--- src/rtl/shift_seq_pkg.sv ---
// Shared types and encodings for the shift-register sequencer.
package shift_seq_pkg;

  typedef enum logic [1:0] {
    IDLE  = 2'd0,
    LOAD  = 2'd1,
    SHIFT = 2'd2,
    DONE  = 2'd3
  } state_t;

  localparam logic [1:0] CTRL_HOLD = 2'b00;
  localparam logic [1:0] CTRL_SHL  = 2'b01;
  localparam logic [1:0] CTRL_SHR  = 2'b10;
  localparam logic [1:0] CTRL_LOAD = 2'b11;

  localparam logic DIR_LEFT  = 1'b0;
  localparam logic DIR_RIGHT = 1'b1;

endpackage

--- src/rtl/shift_seq_ctrl_if.sv ---
// Word producer handshake into the shift sequencer.
interface shift_seq_ctrl_if #(
  parameter int unsigned N = 8
);
  logic         start_valid;
  logic         start_ready;
  logic [N-1:0] word;
  logic         dir;

  modport master (output start_valid, output word, output dir, input start_ready);
  modport slave  (input start_valid, input word, input dir, output start_ready);
endinterface

--- src/rtl/shift_beat_counter.sv ---
// Mod-N shift beat counter with enable, synchronous clear and terminal-count flag.
module shift_beat_counter #(
  parameter int unsigned N     = 8,
  parameter int unsigned CNT_W = $clog2(N)
) (
  input  logic clk,
  input  logic reset,
  input  logic en,
  input  logic clr,
  output logic tc
);

  logic [CNT_W-1:0] cnt;

  assign tc = (cnt == CNT_W'(N - 1));

  always_ff @(posedge clk or negedge reset) begin
    if (!reset) begin
      cnt <= '0;
    end else if (clr) begin
      cnt <= '0;
    end else if (en) begin
      cnt <= tc ? '0 : cnt + CNT_W'(1);
    end
  end

endmodule

--- src/rtl/shift_seq_ctrl.sv ---
// Sequencer that loads a word into the universal shift register and serialises it.
// SHIFT_SEQ_CTRL_ROTATE_EN: recirculate the exiting bit instead of using fill.
module shift_seq_ctrl
  import shift_seq_pkg::*;
#(
  parameter int unsigned N = 8
) (
  input  logic                 clk,
  input  logic                 reset,
  shift_seq_ctrl_if.slave      prod,
  input  logic                 fill,
  input  logic                 hold,
  input  logic [N-1:0]         q,
  output logic [1:0]           sr_ctrl,
  output logic [N-1:0]         sr_d,
  output logic                 ser_out,
  output logic                 ser_valid,
  output logic                 busy,
  output logic                 done
);

  localparam int unsigned CNT_W = $clog2(N);

  state_t       state;
  logic [N-1:0] word_lat;
  logic         dir_lat;
  logic         beat;
  logic         tc;
  logic         exit_bit;
  logic         in_bit;
  logic         unused_q_mid;

  assign unused_q_mid = ^q[N-2:1];
  assign beat         = (state == SHIFT) && !hold;

  shift_beat_counter #(
    .N     (N),
    .CNT_W (CNT_W)
  ) u_cnt (
    .clk   (clk),
    .reset (reset),
    .en    (beat),
    .clr   (state == LOAD),
    .tc    (tc)
  );

  // Word and direction are captured only on the IDLE handshake.
  always_ff @(posedge clk or negedge reset) begin
    if (!reset) begin
      state    <= IDLE;
      word_lat <= '0;
      dir_lat  <= DIR_LEFT;
    end else begin
      case (state)
        IDLE: begin
          if (prod.start_valid) begin
            word_lat <= prod.word;
            dir_lat  <= prod.dir;
            state    <= LOAD;
          end
        end
        LOAD:    state <= SHIFT;
        SHIFT:   if (beat && tc) state <= DONE;
        DONE:    state <= IDLE;
        default: state <= IDLE;
      endcase
    end
  end

  assign prod.start_ready = (state == IDLE);
  assign exit_bit         = (dir_lat == DIR_LEFT) ? q[N-1] : q[0];

`ifdef SHIFT_SEQ_CTRL_ROTATE_EN
  logic unused_fill;
  assign unused_fill = fill;
  assign in_bit      = exit_bit;
`else
  assign in_bit      = fill;
`endif

  // Register-side controls decode from state; ser_out taps q before the shift lands.
  always_comb begin
    sr_ctrl   = CTRL_HOLD;
    sr_d      = '0;
    ser_out   = 1'b0;
    ser_valid = 1'b0;
    busy      = (state != IDLE);
    done      = 1'b0;
    case (state)
      LOAD: begin
        sr_ctrl = CTRL_LOAD;
        sr_d    = word_lat;
      end
      SHIFT: begin
        if (!hold) begin
          ser_valid = 1'b1;
          ser_out   = exit_bit;
          if (dir_lat == DIR_LEFT) begin
            sr_ctrl = CTRL_SHL;
            sr_d[0] = in_bit;
          end else begin
            sr_ctrl   = CTRL_SHR;
            sr_d[N-1] = in_bit;
          end
        end
      end
      DONE:    done = 1'b1;
      default: ;
    endcase
  end

endmodule
--- src/flat_wrapper.sv ---
// flat-port wrapper written by rule: the top's interface ports become plain ports
module shift_seq_ctrl_flat import shift_seq_pkg::*;
#(
  parameter int unsigned N = 8
)
  (clk, reset, fill, hold, q, sr_ctrl, sr_d, ser_out, ser_valid, busy, done, prod_start_valid, prod_word, prod_dir, prod_start_ready);
  shift_seq_ctrl_if #(.N(N)) prod_i ();
  input  logic clk;
  input  logic reset;
  input  logic fill;
  input  logic hold;
  input  logic [N-1:0] q;
  output logic [1:0] sr_ctrl;
  output logic [N-1:0] sr_d;
  output logic ser_out;
  output logic ser_valid;
  output logic busy;
  output logic done;
  input wire logic [$bits(prod_i.start_valid)-1:0] prod_start_valid;
  input wire logic [$bits(prod_i.word)-1:0] prod_word;
  input wire logic [$bits(prod_i.dir)-1:0] prod_dir;
  output wire logic [$bits(prod_i.start_ready)-1:0] prod_start_ready;
  assign prod_i.start_valid = prod_start_valid;
  assign prod_i.word = prod_word;
  assign prod_i.dir = prod_dir;
  assign prod_start_ready = prod_i.start_ready;
  shift_seq_ctrl #(.N(N)) u_core (.clk(clk), .reset(reset), .prod(prod_i), .fill(fill), .hold(hold), .q(q), .sr_ctrl(sr_ctrl), .sr_d(sr_d), .ser_out(ser_out), .ser_valid(ser_valid), .busy(busy), .done(done));
endmodule
--- config.mk ---
export PLATFORM = sky130hd
export DESIGN_NAME = shift_seq_ctrl_flat
export DESIGN_NICKNAME = d
export VERILOG_FILES = /design/src/rtl/shift_seq_pkg.sv /design/src/rtl/shift_seq_ctrl_if.sv /design/src/rtl/shift_beat_counter.sv /design/src/rtl/shift_seq_ctrl.sv /design/src/flat_wrapper.sv
export SDC_FILE = /design/constraint.sdc
export NUM_CORES = 1
export LEC_CHECK = 0
export CORE_MARGIN = 2
export CORE_UTILIZATION = 43
export CTS_BUF_LIST = sky130_fd_sc_hd__clkbuf_16
export DETAILED_ROUTE_END_ITERATION = 6
export PLACE_DENSITY = 0.79
export REMOVE_ABC_BUFFERS = 1
export SYNTH_ARGS = -nofsm -noshare
export SYNTH_HDL_FRONTEND = slang
export SYNTH_SLANG_ARGS = --single-unit
--- constraint.sdc ---
create_clock -name clk -period 2.9 [get_ports clk]
set_input_delay 0.435 -clock clk [delete_from_list [all_inputs] [get_ports clk]]
set_output_delay 0.435 -clock clk [all_outputs]
set_load 0.005 [all_outputs]
======== Yosys cells after proc, flatten, opt, wreduce, memory -nomap -nowiden ========
Index checks and enable logic that the tools add are counted.
word-level totals
  input bits .............................. 22
  output and inout port bits .............. 15
  bits in registers ....................... 14
  logic and storage cells ................. 41
operators by class
  equal/unequal tests ..................... 6
  muxes and demuxes ....................... 22
  $add $sub $neg .......................... 1
  reduce and logical (&&, ||, !) cells .... 8
operator list
  operator                                                                number
  1-bit 2-to-1 mux                                                        10
  3-bit 2-to-1 mux                                                        3
  2-bit 2-to-1 mux                                                        4
  2-bit case mux with 4 select lines                                      1
  6-bit 2-to-1 mux                                                        1
  2-bit equality test (second input constant)                             2
  2-bit != test (second input constant)                                   2
  1-bit case mux with 2 select lines                                      2
  2-bit case mux with 2 select lines                                      1
  2-bit AND reduction                                                     2
  2-bit nonzero test                                                      2
  3-bit by 1-bit adder with 3-bit output (second input constant)          1
  3-bit equality test (second input constant)                             1
  2-bit by 1-bit equality test with 1-bit output (second input constant)  1
  1-bit logical AND                                                       2
  2-bit zero test                                                         1
  1-bit zero test                                                         1

======== Logic depth before layout (Yosys ltp) ========
  depth in word-level cells ............... 5
  gate-level depth with buffers ........... 6
  gate-level depth less buffers ........... 5

======== By module ========
A second synthesis with hierarchy kept.
second synthesis, totals
  cell total of the unflattened synthesis .. 67
  area, all modules ....................... 785.8 um2
by module, submodules not included
  module              area each (um2)  seq. area each (um2)  instances  cells each
  shift_seq_ctrl      634.4            275.3                 1          55
  shift_beat_counter  151.4            75.1                  1          12

======== Worst setup path before layout ========
No wires, ideal clock.
  kind .................................... flip-flop to output port
  from .................................... register u_core.state[0]
  to ...................................... output sr_d[7]
  required time ........................... 2.465 ns
  buffers on the path ..................... 1
  stages on the path, launching flop included .. 7
  arrival time ............................ 1.184 ns
  setup slack ............................. 1.281 ns
  path through ............................ dfrtp_1 -> inv_1 -> ha_1 -> nor2b_2 -> buf_6 -> a32oi_1 -> nor2b_1
on the way
  longest elaborated chain between the ends .. 2
  elaborated cells on any way between the ends .. 3
  classes of those cells .................. eq/ne: 2; mux: 1
RTL lines
  what                                                                                          line                  text
  start: declaration                                                                            shift_seq_ctrl.sv:24  state_t state;
  start signal: assignment                                                                      shift_seq_ctrl.sv:50  state <= IDLE;
  start signal: assignment                                                                      shift_seq_ctrl.sv:59  state <= LOAD;
  start signal: assignment                                                                      shift_seq_ctrl.sv:62  LOAD: state <= SHIFT;
  2-bit equality test / 2-bit by 1-bit equality test with 1-bit output (equally long branches)  shift_seq_ctrl.sv:89  case (state)
  1-bit case mux with 2 select lines (*)                                                        shift_seq_ctrl.sv:89
  end: declaration                                                                              flat_wrapper.sv:14    output logic [N-1:0] sr_d;
Every way passes the cells marked *; elsewhere a longest branch is shown, timed or not.

======== Final worst setup path ========
  from .................................... register u_core.state[0]
  to ...................................... output sr_d[0]
Same word-level chain as after synthesis.

==> impl_metrics.toml <==
[outcome]
status = "complete, no violations"

[sta]
worst_slew_pin_slew_ns = 0.655
fin_worst_skew_ns = 0.00487
hold_viol_final = 0
post-route-min-period_ns = 2.65
fin_crit_sh = 0.915
finalMaxSlewViolations = 0
max_freq_ghz = 0.377
max_slew_margin = 0.562
setup_tns_ns = 0
setup_viol = 0
rsz0062_at_grt = "no"

[hold_path]
min_path_type = "reg -> reg"
whs_path_depth = 1
min-delay-start = "u_core.word_lat[1]$_DFFE_PN0P_"
hold_end = "u_core.word_lat[1]$_DFFE_PN0P_"

[floorplanning]
dieArea_sq_um = 2240
core_area_sq_um = 1750
io_pins = 37
row_count = 15
die_y_microns = 47.3
initial_utilization = 0.462
fp.dieW_microns = 47.3

[route]
detail-route-antenna-nets = 0
dr_total_vias = 627
drc = 0
first_pass_iters = 4
drt_iter0_markers = 5
wl_per_cell_microns = 14.0
via_per_inst = 4.94
wl_mm = 1.78

[setup_path]
crit_fanout = 7
cp.required_ns = 2.47
cp-start-kind = "register"
timing.critical_path.arrival_ns = 2.22
reg2reg_from = "u_core.state[0]$_DFFE_PN0P_"
r2r-end = "u_core.u_cnt.cnt[0]$_DFFE_PN0P_"
crit_type = "reg -> out"
reg2reg_depth = 5
r2r_setup_slack_ns = 1.39
endpoint_kind = "output pin"

[global_routing]
grt_pass1_wl_mm = 2.96
grt_pass1_vias = 623
busiest_layer = "met2"
grt_max_degree = 15
met3_usage = 0.0462
grt.total_usage = 0.202
use_met2 = 0.341
grt_util_met1 = 0.239
antenna_found_initial = 0
overflow = 0

[job]
cap_violations = 0

[placed_design]
placed_area_sq_um = 1120
gp_congestion = 0.806
place_hpwl_mm = 1.29
port_buffers = 30

[cells_and_area]
n_antenna_cell = 0
synthToLayoutAreaGrowth_pct = 49.1
nets = 132
drive_gt1_frac = 0.176
final_area_sq_um = 1200

[synth]
synth.most_common_cell = "dfrtp_1"
yosysSeqAreaShare = 0.435
avgSynthCellArea_sq_um = 11.5
synth_area_sq_um = 806
synth_top_cell_area_share = 0.435
postSynth.asyncResetShare = 1.00
synth_edf_count = 0
yosys_register_bits = 14
postSynthCellCount = 70
synthTopCellsByArea = "dfrtp_1, mux2_2, ha_1"
ys_top_cells_by_count = "dfrtp_1, mux2_2, ha_1, nor2_1, and2_1"
synth_ff_type = "dfrtp_1"
synth.distinct_cells = 25
yosys_warnings = 0
synth_largest_area_cell = "dfrtp_1"

[power_and_ir_drop]
switchingPower_uw = 383
p_clk_frac = 0.213
p_comb_frac = 0.499
switching_share = 0.312
internal-power_uw = 844
power_density_nw_per_um2 = 1020
irDropWorstVdd_mv = 0.682
leakage_nw = 0.526
power.share.sequential = 0.288
total_power_mw = 1.23

[clocking]
cts_setup_buffers = 0
cts.path.max_buffers = 2
cts_tree = "yes"
cts_inserted_buffers = 3
insertion_delay_ns = 0.25
h-tree-depth = 1
clk_pin_slew_ns = 0.05
holdBufCountCts = 0
clock-sinks = 14
ctsResizeCount = 0
root_buffer = "clkbuf_16"
## metrics by stage
step,instances,hold WS (ns),setup slack [ns],util
6_report,127,0.491,0.247,0.688
5_1_grt,127,0.515,0.142,0.688
3_3_place_gp,123,0.479,0.443,0.643
3_5_place_dp,123,0.486,0.425,0.643
2_1_floorplan,68,0.139,1.23,-
4_1_cts,127,0.495,0.242,0.688
## worst max-delay path, cell delays in order (launching register included)
cell             delay [ns]
dfrtp_1                0.42
inv_1                  0.13
ha_1                   0.21
nor2b_2                0.34
nand3_1                0.13
a21boi_1               0.21
clkdlybuf4s50_1        0.53
## flip-flops by register name (all words and copies together) (netlist names)
| signal | count |
|---|---|
| u_core.state | 2 |
| u_core.word_lat | 8 |
| u_core.dir_lat | 1 |
| u_core.u_cnt.cnt | 3 |
## placed cells by master (no fill, tap or decap)
cell type and instances:
clkdlybuf4s50_1 30, dfrtp_1 14, mux2_2 9, nor2_1 7
ha_1 7, and2_1 6, inv_1 3, mux2i_1 3
clkbuf_16 3, nand2_1 2, nand2b_1 2, o21a_1 2
nor2b_2 1, nand3_1 1, a21boi_1 1, inv_2 1
a32oi_1 1, nor2b_1 1, nand3b_1 1, a21oi_1 1
nand2_2 1, nand2b_4 1, a2bb2oi_2 1, a2bb2oi_1 1
mux2_4 1, clkinv_1 1
## worst max-delay path by stage
stage	startpoint	slack (ns)	to	cells past startpoint
after CTS	u_core.state[0]$_DFFE_PN0P_	0.24	sr_d[0]	6
final	u_core.state[0]$_DFFE_PN0P_	0.25	sr_d[0]	6
after floorplan	u_core.state[0]$_DFFE_PN0P_	1.23	sr_d[0]	5
after detailed placement	hold	0.43	sr_d[0]	5
after global placement	hold	0.44	sr_d[0]	5
after global routing	u_core.state[0]$_DFFE_PN0P_	0.14	sr_d[0]	6
## metal layers
| layer | part of all wire | wire length, microns |
|---|---|---|
| met2 | 0.56 | 997 |
| met4 | 0.016 | 29 |
| met5 | 0 | 0 |
| met3 | 0.043 | 76 |
| met1 | 0.38 | 681 |
## area by class of cell
type	count	area [sq um]
tap	25	31.3
inverter	4	15.0
fill	155	544
sequential	14	350
clock buffer	3	75.1
multi-input combinational	50	425
clock inverter	1	3.75
timing repair buffer	30	300
## power by group through the flow
stage	Combinational (mW)	Clock, mW	Sequential [mW]
floorplan	0.355	0	0.337
global placement	0.592	0	0.348
detailed placement	0.610	0	0.355
CTS	0.622	0.264	0.352
global route	0.680	0.272	0.367
finish	0.612	0.262	0.353
## cell families after synthesis
group                    synth area share
AO/OA/AOI/OAI                      0.0745
adder cells (fa/ha/maj)             0.109
buffers and inverters              0.0373
flip-flops                          0.435
multiplexers                        0.182
AND/OR/NAND/NOR                     0.163
Power figures use the tool's default switching activity.
